--- config.mk ---
export PLATFORM = sky130hd
export DESIGN_NAME = cond_issue_unit
export DESIGN_NICKNAME = d
export VERILOG_FILES = /design/src/rtl/cond_pkg.sv /design/src/rtl/cond_eval.sv /design/src/rtl/cond_issue_unit.sv
export SDC_FILE = /design/constraint.sdc
export NUM_CORES = 1
export LEC_CHECK = 0
export ABC_AREA = 1
export BUFFER_PORTS_ARGS = -buffer_cell sky130_fd_sc_hd__buf_4
export CORE_MARGIN = 1.5
export CORE_UTILIZATION = 48
export CTS_CLUSTER_DIAMETER = 40
export DETAILED_ROUTE_END_ITERATION = 16
export PLACE_DENSITY = 0.91
export SKIP_LAST_GASP = 1
export SYNTH_ARGS = -nofsm -noshare
export SYNTH_HDL_FRONTEND = slang
export SYNTH_HIERARCHICAL = 1
export SYNTH_SLANG_ARGS = --single-unit
export TNS_END_PERCENT = 5
--- constraint.sdc ---
create_clock -name clk -period 3.1 [get_ports clk]
set_clock_uncertainty 0.05 [all_clocks]
set_input_delay 0.62 -clock clk [delete_from_list [all_inputs] [get_ports clk]]
set_output_delay 0.62 -clock clk [all_outputs]
set_load 0.02 [all_outputs]
--- src/rtl/cond_pkg.sv ---
// rtl/cond_pkg.sv - condition codes, flag indices and NV behaviour constants
package cond_pkg;

  localparam logic [3:0] EQ = 4'd0;
  localparam logic [3:0] NE = 4'd1;
  localparam logic [3:0] CS = 4'd2;
  localparam logic [3:0] CC = 4'd3;
  localparam logic [3:0] MI = 4'd4;
  localparam logic [3:0] PL = 4'd5;
  localparam logic [3:0] VS = 4'd6;
  localparam logic [3:0] VC = 4'd7;
  localparam logic [3:0] HI = 4'd8;
  localparam logic [3:0] LS = 4'd9;
  localparam logic [3:0] GE = 4'd10;
  localparam logic [3:0] LT = 4'd11;
  localparam logic [3:0] GT = 4'd12;
  localparam logic [3:0] LE = 4'd13;
  localparam logic [3:0] AL = 4'd14;
  localparam logic [3:0] NV = 4'd15;

  localparam int FLAG_N = 3;
  localparam int FLAG_Z = 2;
  localparam int FLAG_C = 1;
  localparam int FLAG_V = 0;

  localparam logic NV_ALWAYS = 1'b0;
  localparam logic NV_NEVER  = 1'b1;

endpackage

--- src/rtl/cond_eval.sv ---
// rtl/cond_eval.sv - combinational ARM condition-code evaluator for one lane
module cond_eval
  import cond_pkg::*;
(
  input  logic [3:0] i_nzcv,
  input  logic [3:0] i_cond,
  input  logic       i_nv_mode,
  output logic       o_pass
);

  logic w_n, w_z, w_c, w_v;

  assign w_n = i_nzcv[FLAG_N];
  assign w_z = i_nzcv[FLAG_Z];
  assign w_c = i_nzcv[FLAG_C];
  assign w_v = i_nzcv[FLAG_V];

  always_comb begin
    o_pass = 1'b0;
    case (i_cond)
      EQ: o_pass = w_z;
      NE: o_pass = !w_z;
      CS: o_pass = w_c;
      CC: o_pass = !w_c;
      MI: o_pass = w_n;
      PL: o_pass = !w_n;
      VS: o_pass = w_v;
      VC: o_pass = !w_v;
      HI: o_pass = w_c & !w_z;
      // Full ARM LS; the old single-lane evaluator dropped the Z term
      LS: o_pass = !w_c | w_z;
      GE: o_pass = (w_n == w_v);
      LT: o_pass = (w_n != w_v);
      GT: o_pass = !w_z & (w_n == w_v);
      LE: o_pass = w_z | (w_n != w_v);
      AL: o_pass = 1'b1;
      NV: o_pass = (i_nv_mode == NV_NEVER) ? 1'b0 : 1'b1;
      default: o_pass = 1'b0;
    endcase
  end

endmodule

--- src/rtl/cond_issue_unit.sv ---
// rtl/cond_issue_unit.sv - multi-lane condition execution with chained NZCV flags
// Optional squash counter output enabled by COND_ISSUE_STATS_EN.
module cond_issue_unit
  import cond_pkg::*;
#(
  parameter int         LANES      = 2,
  parameter int         NV_MODE    = 0,
  parameter logic [3:0] RESET_NZCV = 4'b0000
) (
  input  logic               clk,
  input  logic               rst,
  input  logic               in_valid,
  output logic               in_ready,
  input  logic [LANES-1:0]   in_lane_valid,
  input  logic [4*LANES-1:0] in_cond,
  input  logic [LANES-1:0]   in_setflags,
  input  logic [4*LANES-1:0] in_alu_nzcv,
  input  logic               flag_wr_en,
  input  logic [3:0]         flag_wr_data,
  output logic               out_valid,
  input  logic               out_ready,
  output logic [LANES-1:0]   out_exec,
  output logic [3:0]         out_nzcv,
  output logic [3:0]         flags_o
`ifdef COND_ISSUE_STATS_EN
  ,
  output logic [31:0]        squash_cnt
`endif
);

  logic [3:0]       w_flags [LANES+1];
  logic [LANES-1:0] w_pass;
  logic [LANES-1:0] w_exec;
  logic             w_accept;
  logic             w_nv_mode;

  logic [3:0]       r_flags;
  logic             r_out_valid;
  logic [LANES-1:0] r_out_exec;
  logic [3:0]       r_out_nzcv;

  assign w_nv_mode = (NV_MODE != 0) ? NV_NEVER : NV_ALWAYS;

  // A direct flag write in the same cycle is visible to the bundle's oldest lane
  assign w_flags[0] = flag_wr_en ? flag_wr_data : r_flags;

  for (genvar gi = 0; gi < LANES; gi++) begin : g_lane
    cond_eval u_eval (
      .i_nzcv   (w_flags[gi]),
      .i_cond   (in_cond[4*gi +: 4]),
      .i_nv_mode(w_nv_mode),
      .o_pass   (w_pass[gi])
    );
    assign w_exec[gi]    = in_lane_valid[gi] & w_pass[gi];
    assign w_flags[gi+1] = (w_exec[gi] & in_setflags[gi]) ? in_alu_nzcv[4*gi +: 4]
                                                          : w_flags[gi];
  end

  assign in_ready = !r_out_valid | out_ready;
  assign w_accept = in_valid & in_ready;

  always_ff @(posedge clk or posedge rst) begin
    if (rst) begin
      r_flags <= RESET_NZCV;
    end else if (w_accept) begin
      r_flags <= w_flags[LANES];
    end else if (flag_wr_en) begin
      r_flags <= flag_wr_data;
    end
  end

  always_ff @(posedge clk or posedge rst) begin
    if (rst) begin
      r_out_valid <= 1'b0;
      r_out_exec  <= '0;
      r_out_nzcv  <= 4'b0000;
    end else if (w_accept) begin
      r_out_valid <= 1'b1;
      r_out_exec  <= w_exec;
      r_out_nzcv  <= w_flags[LANES];
    end else if (out_ready) begin
      r_out_valid <= 1'b0;
    end
  end

  assign out_valid = r_out_valid;
  assign out_exec  = r_out_exec;
  assign out_nzcv  = r_out_nzcv;
  assign flags_o   = r_flags;

`ifdef COND_ISSUE_STATS_EN
  logic [31:0] w_squash_inc;
  logic [31:0] r_squash_cnt;

  always_comb begin
    w_squash_inc = 32'd0;
    for (int i = 0; i < LANES; i++) begin
      w_squash_inc = w_squash_inc + 32'(in_lane_valid[i] & ~w_exec[i]);
    end
  end

  always_ff @(posedge clk or posedge rst) begin
    if (rst) begin
      r_squash_cnt <= 32'd0;
    end else if (w_accept) begin
      r_squash_cnt <= r_squash_cnt + w_squash_inc;
    end
  end

  assign squash_cnt = r_squash_cnt;
`endif

endmodule

Yosys cells after proc, flatten, opt, wreduce, memory -nomap -nowiden
Cells that the tools add are included.
{"block": "totals", "input_bits": 29, "elab_cells": 74, "register_bits": 11}
{"block": "classes", "n_eq_ne": 34, "muxes": 8, "n_reduce_logical": 14, "bitwise": 14}
{"cell": "4-bit == test (second input constant)", "count": 16}
{"cell": "4-bit by 3-bit == test with 1-bit output (second input constant)", "count": 8}
{"cell": "1-bit case mux with 15 select lines", "count": 2}
{"cell": "4-bit by 2-bit == test with 1-bit output (second input constant)", "count": 4}
{"cell": "4-bit two-way mux", "count": 4}
{"cell": "1-bit bitwise AND", "count": 9}
{"cell": "1-bit zero test", "count": 9}
{"cell": "4-bit by 1-bit == test with 1-bit output (second input constant)", "count": 2}
{"cell": "4-bit zero test", "count": 2}
{"cell": "1-bit bitwise OR", "count": 5}
{"cell": "2-bit OR reduction", "count": 2}
{"cell": "1-bit == test", "count": 2}
{"cell": "1-bit two-way mux", "count": 2}
{"cell": "1-bit != test", "count": 2}
{"cell": "2-bit nonzero test", "count": 1}

Longest topological paths before layout
{"block": "logic_depth", "depth_word": 14, "depth_mapped": 25, "depth_no_buf": 25}

Cells and area by module
Netlist, hierarchy kept.
{"mod": "cond_issue_unit", "cells_each": 83, "area_per_inst_um2": 609.3, "seq_area_each_um2": 275.3, "n_inst": 1}
{"mod": "cond_eval", "cells_each": 53, "area_per_inst_um2": 226.5, "seq_area_each_um2": 0.0, "n_inst": 2}

Worst setup path before layout
OpenSTA, ideal clock, no wires.
{"block": "synth_path", "path_kind": "input-to-reg", "from": "input port flag_wr_en", "to": "register r_flags[0], in the netlist flags_o[0]", "path_stages": 24, "arrival_ns": 2.563, "setup_time_ns": 0.118, "setup_slack_ns": 0.369, "n_path_buf": 0, "cell_sequence": "inv_2 nand2_1 nand2_2 inv_1 nand2_1 nand2_1 nand2_1 o21ai_0 nor2_1 nand4_1 nand3_4 nand2_1 nand2_1 inv_1 nand2_1 nand2_1 o21ai_0 nor2_1 nand4_1 nand3_4 nor2_1 nor2_1 nand2_1 nand2_1"}
{"item": "from (decl)", "line": "cond_issue_unit.sv:18", "rtl": "input logic flag_wr_en,"}
{"item": "to (signal assigned)", "line": "cond_issue_unit.sv:66", "rtl": "r_flags <= w_flags[LANES];"}
{"item": "to (signal assigned)", "line": "cond_issue_unit.sv:68", "rtl": "r_flags <= flag_wr_data;"}
{"item": "to (decl)", "line": "cond_issue_unit.sv:37", "rtl": "logic [3:0] r_flags;"}

==> summary.md <==
| Metric | Value |
|---|---|
| Layout cells sized above 1 | `0.2946` |
| Die span in x | `roughly 50 um` |
| Grt total ovfl | `0` |
| GR Util All Layers | `0.2251` |
| Flop-to-flop setup slack | `~0.38 ns` |
| Tot Pwr | `0.0005822 W` |
| Yosys cell types | `15` |
| Std cell rows | `16` |
| Tcrit/Tclk final | `0.9267` |
| DRC | `0` |
| Post-synthesis compound-gate area fraction | `0.04476` |
| TritonCTS Buffers | `3` |
| Net Sw Frac | `0.4034` |
| Placer Congestion | `~0.84` |
| Combinational Power Share | `0.515` |
| First-pass GRT wire length | `between 4000 and 5000 um` |
| Pwr dens | `386.8 nW/um2` |
| Avg Vias per Cell | `~4.9` |
| Cell Area, Synth | `roughly 1100 um2` |
| R2R Path End | `out_nzcv[1]` |
| Average routed wire per standard cell | `slightly above 10 um` |
| Io pins | `between 40 and 50` |
| Largest net degree at the start of global routing | `18` |
| Routed vias | `around 1.3k` |
| Worst slack, placed | `around 0.025 ns` |
| Initial antenna violation count | `0` |
| Largest family of logic cells by synthesized area | `simple AND/OR/NAND/NOR gates` |
| Max Fanout on Critical Path | `8` |
| Initial Util | `0.5254` |
| Max_cap viols | `0` |
| Clock Path Buffers | `2` |
| Worst hold-check path type | `in -> async` |
| Final min period | `about 2.9 ns` |
| Footprint of the multi-input gates | `roughly 700 um2` |
| Post-synthesis xor/xnor area fraction | `0` |
| Worst reg2reg path depth | `25` |
| Synthesis Warnings | `6` |
| Critical path depth in cells | `26` |
| Status | `complete, no violations` |
| 1st-pass router iterations | `4` |
| Die height | `50.05 um` |
| Clk sinks | `11` |
| WP buf/inv | `5` |
| DIE AREA | `2505 um2` |
| Clk Latency, worst-skew pair | `between 0.2 and 0.3 ns` |
| Worst vdd ir | `about 0.00044 V` |
| H-tree Lvls | `1` |
| Vias in the first global route | `about 1.1k` |
| Max-slew violations | `0` |
| Internal power | `roughly 0.00035 W` |
| Core Area | `a little over 2000 um2` |
| Clock power share | `0.168` |
| Final wirelength | `about 2800 um` |
| Mux share of post-synthesis cell area | `0` |
| Reg-to-reg startpoint | `flags_o[3]` |
| Register area | `between 200 and 300 um2` |
| Simple-gate area share of the yosys netlist | `0.6042` |
| M1 WL | `between 1000 and 1500 um` |
| Placed cells | `around 260` |
| Crit-path slowest cell | `nand3_4` |
| Adder-Cell Fraction of Synth Area | `0` |
| Slowest stage delay, CP | `0.17 ns` |
| Top Layer Used | `met4` |
| Critical Path Most Common Cell | `nand2_1` |
| DR iter-0 viols | `35` |
| Portion of total power attributed to sequential cells | `0.317` |
| Kind of cell adding the most delay to the critical path | `simple AND/OR/NAND/NOR gates` |
| Non-filler instance count after layout | `268` |
| Post-synthesis sequential area ratio | `0.2591` |
| Worst path required time | `3.21 ns` |
| Nets | `between 200 and 300` |
| Most frequent cells in the layout | `nand2_1 (81), buf_4 (49), nor2_1 (27), inv_1 (18), nand3_1 (14)` |
| Root buffer cell | `clkbuf_4` |
| Leakage | `0.8835 nW` |
| Met2 WL | `around 1300 um` |
| Setup violators final | `0` |
| Crit path kind | `in -> reg` |
| Seq cells post-synth | `11` |
| CP startpoint | `flag_wr_en` |
| Worst setup EP type | `flip-flop` |
| Synth Area per Inst | `approximately 5.6 um2` |
| Antenna-violating nets left | `0` |
| Final hold violations | `0` |
| Net Sw Power | `0.0002348 W` |
| Commonest non-fill, non-tap cell in the layout | `nand2_1` |
| WL met3 | `142 um` |
| Startpoint types | `input port` |
| Setup crit end | `out_nzcv[0]` |
| Hpwl dp | `about 2100 um` |
| Fmax | `~0.35 GHz` |
| Port Buffers | `40` |
| Clk slew on worst S/H paths | `about 0.07 ns` |
| Final WS setup | `between 0.2 and 0.25 ns` |
| Worst Path Arrival | `roughly 3.0 ns` |
| Mapped Cells | `between 150 and 200` |
| Area grow syn2layout | `41.70%` |
| CTS tree | `yes` |
| ANT cells | `0` |
| Fillers | `between 150 and 200` |
## Yosys cell counts, drive strengths merged
| master | n | area share |
|---|---|---|
| nand3b | 2 | 0.014 |
| nand4 | 8 | 0.047 |
| a21oi | 2 | 0.016 |
| nor2 | 28 | 0.099 |
| dfrtp | 11 | 0.26 |
| o21ai | 6 | 0.028 |
| buf | 3 | 0.021 |
| inv | 19 | 0.067 |
| conb | 1 | 0.0035 |
| nand3 | 18 | 0.11 |
| nand2 | 91 | 0.34 |
## timing repair
| item | CTS | global route |
|---|---|---|
| hold buffers | 0 | 0 |
| gates resized for setup | 0 | 10 |
| endpoints found under the setup margin | 0 | 8 |
| setup buffers | 0 | 2 |
## power groups by stage
stage	clock network, W	logic (W)	registers (W)
2_1_floorplan	0	0.000132	0.000217
3_3_place_gp	0	0.000279	0.000186
3_5_place_dp	0	0.000283	0.000187
4_1_cts	0.0000990	0.000284	0.000184
5_1_grt	0.000110	0.000330	0.000188
6_report	0.0000979	0.000300	0.000184
## worst min-delay path by stage
stage | start | end | slack (ns) | cells past startpoint
finish | rst | out_nzcv[3] | 0.28 | 2
global placement | out_nzcv[2] | out_nzcv[2] | 0.41 | 2
detailed placement | out_nzcv[2] | out_nzcv[2] | 0.42 | 2
floorplan | rst | flags_o[0] | 0.42 | 1
global route | rst | out_nzcv[0] | 0.31 | 2
CTS | rst | out_nzcv[0] | 0.29 | 2
## routing by layer
metal / vias to the layer above / global-route usage
met5: - / 0
met4: 0 / 0.05556
met3: 2 / 0.05758
met2: 47 / 0.3706
met1: 569 / 0.2920
li1: 694 / -
## sequential cells by signal, summed over array words and instances (netlist names)
signal,count
out_valid,1
flags_o,4
out_nzcv,4
out_exec,2
## layout make-up
type / instances / area share
tap: 27 / 0.02244
clock buffer: 4 / 0.01746
multi-input combinational: 157 / 0.4780
inverter: 19 / 0.04738
sequential: 11 / 0.1829
timing repair buffer: 50 / 0.2519
## kinds of logic after synthesis
logic type,Yosys count
AND/OR/NAND/NOR,147
flip-flops,11
buffers and inverters,22
AO/OA/AOI/OAI,8
other,1
## worst register-to-register path: cells and delay by family (launching register included)
kind / cells / cell delay, ns
flops: 1 / 0.38
buf+inv: 2 / 0.24
compound gates: 1 / 0.10
simple gates: 22 / 1.84
## per-stage QoR
| stage | hold slack [ns] | TNS [ns] | utilization | area [um2] |
|---|---|---|---|---|
| floorplan | 0.4224 | 0 | - | 1066 |
| global placement | 0.4129 | 0 | 0.7110 | 1438 |
| detailed placement | 0.4235 | 0 | 0.7110 | 1438 |
| CTS | 0.2907 | 0 | 0.7240 | 1464 |
| global route | 0.3119 | -0.2789 | 0.7444 | 1505 |
| finish | 0.2839 | 0 | 0.7444 | 1505 |
No activity file was read; power rests on OpenSTA's default activity.
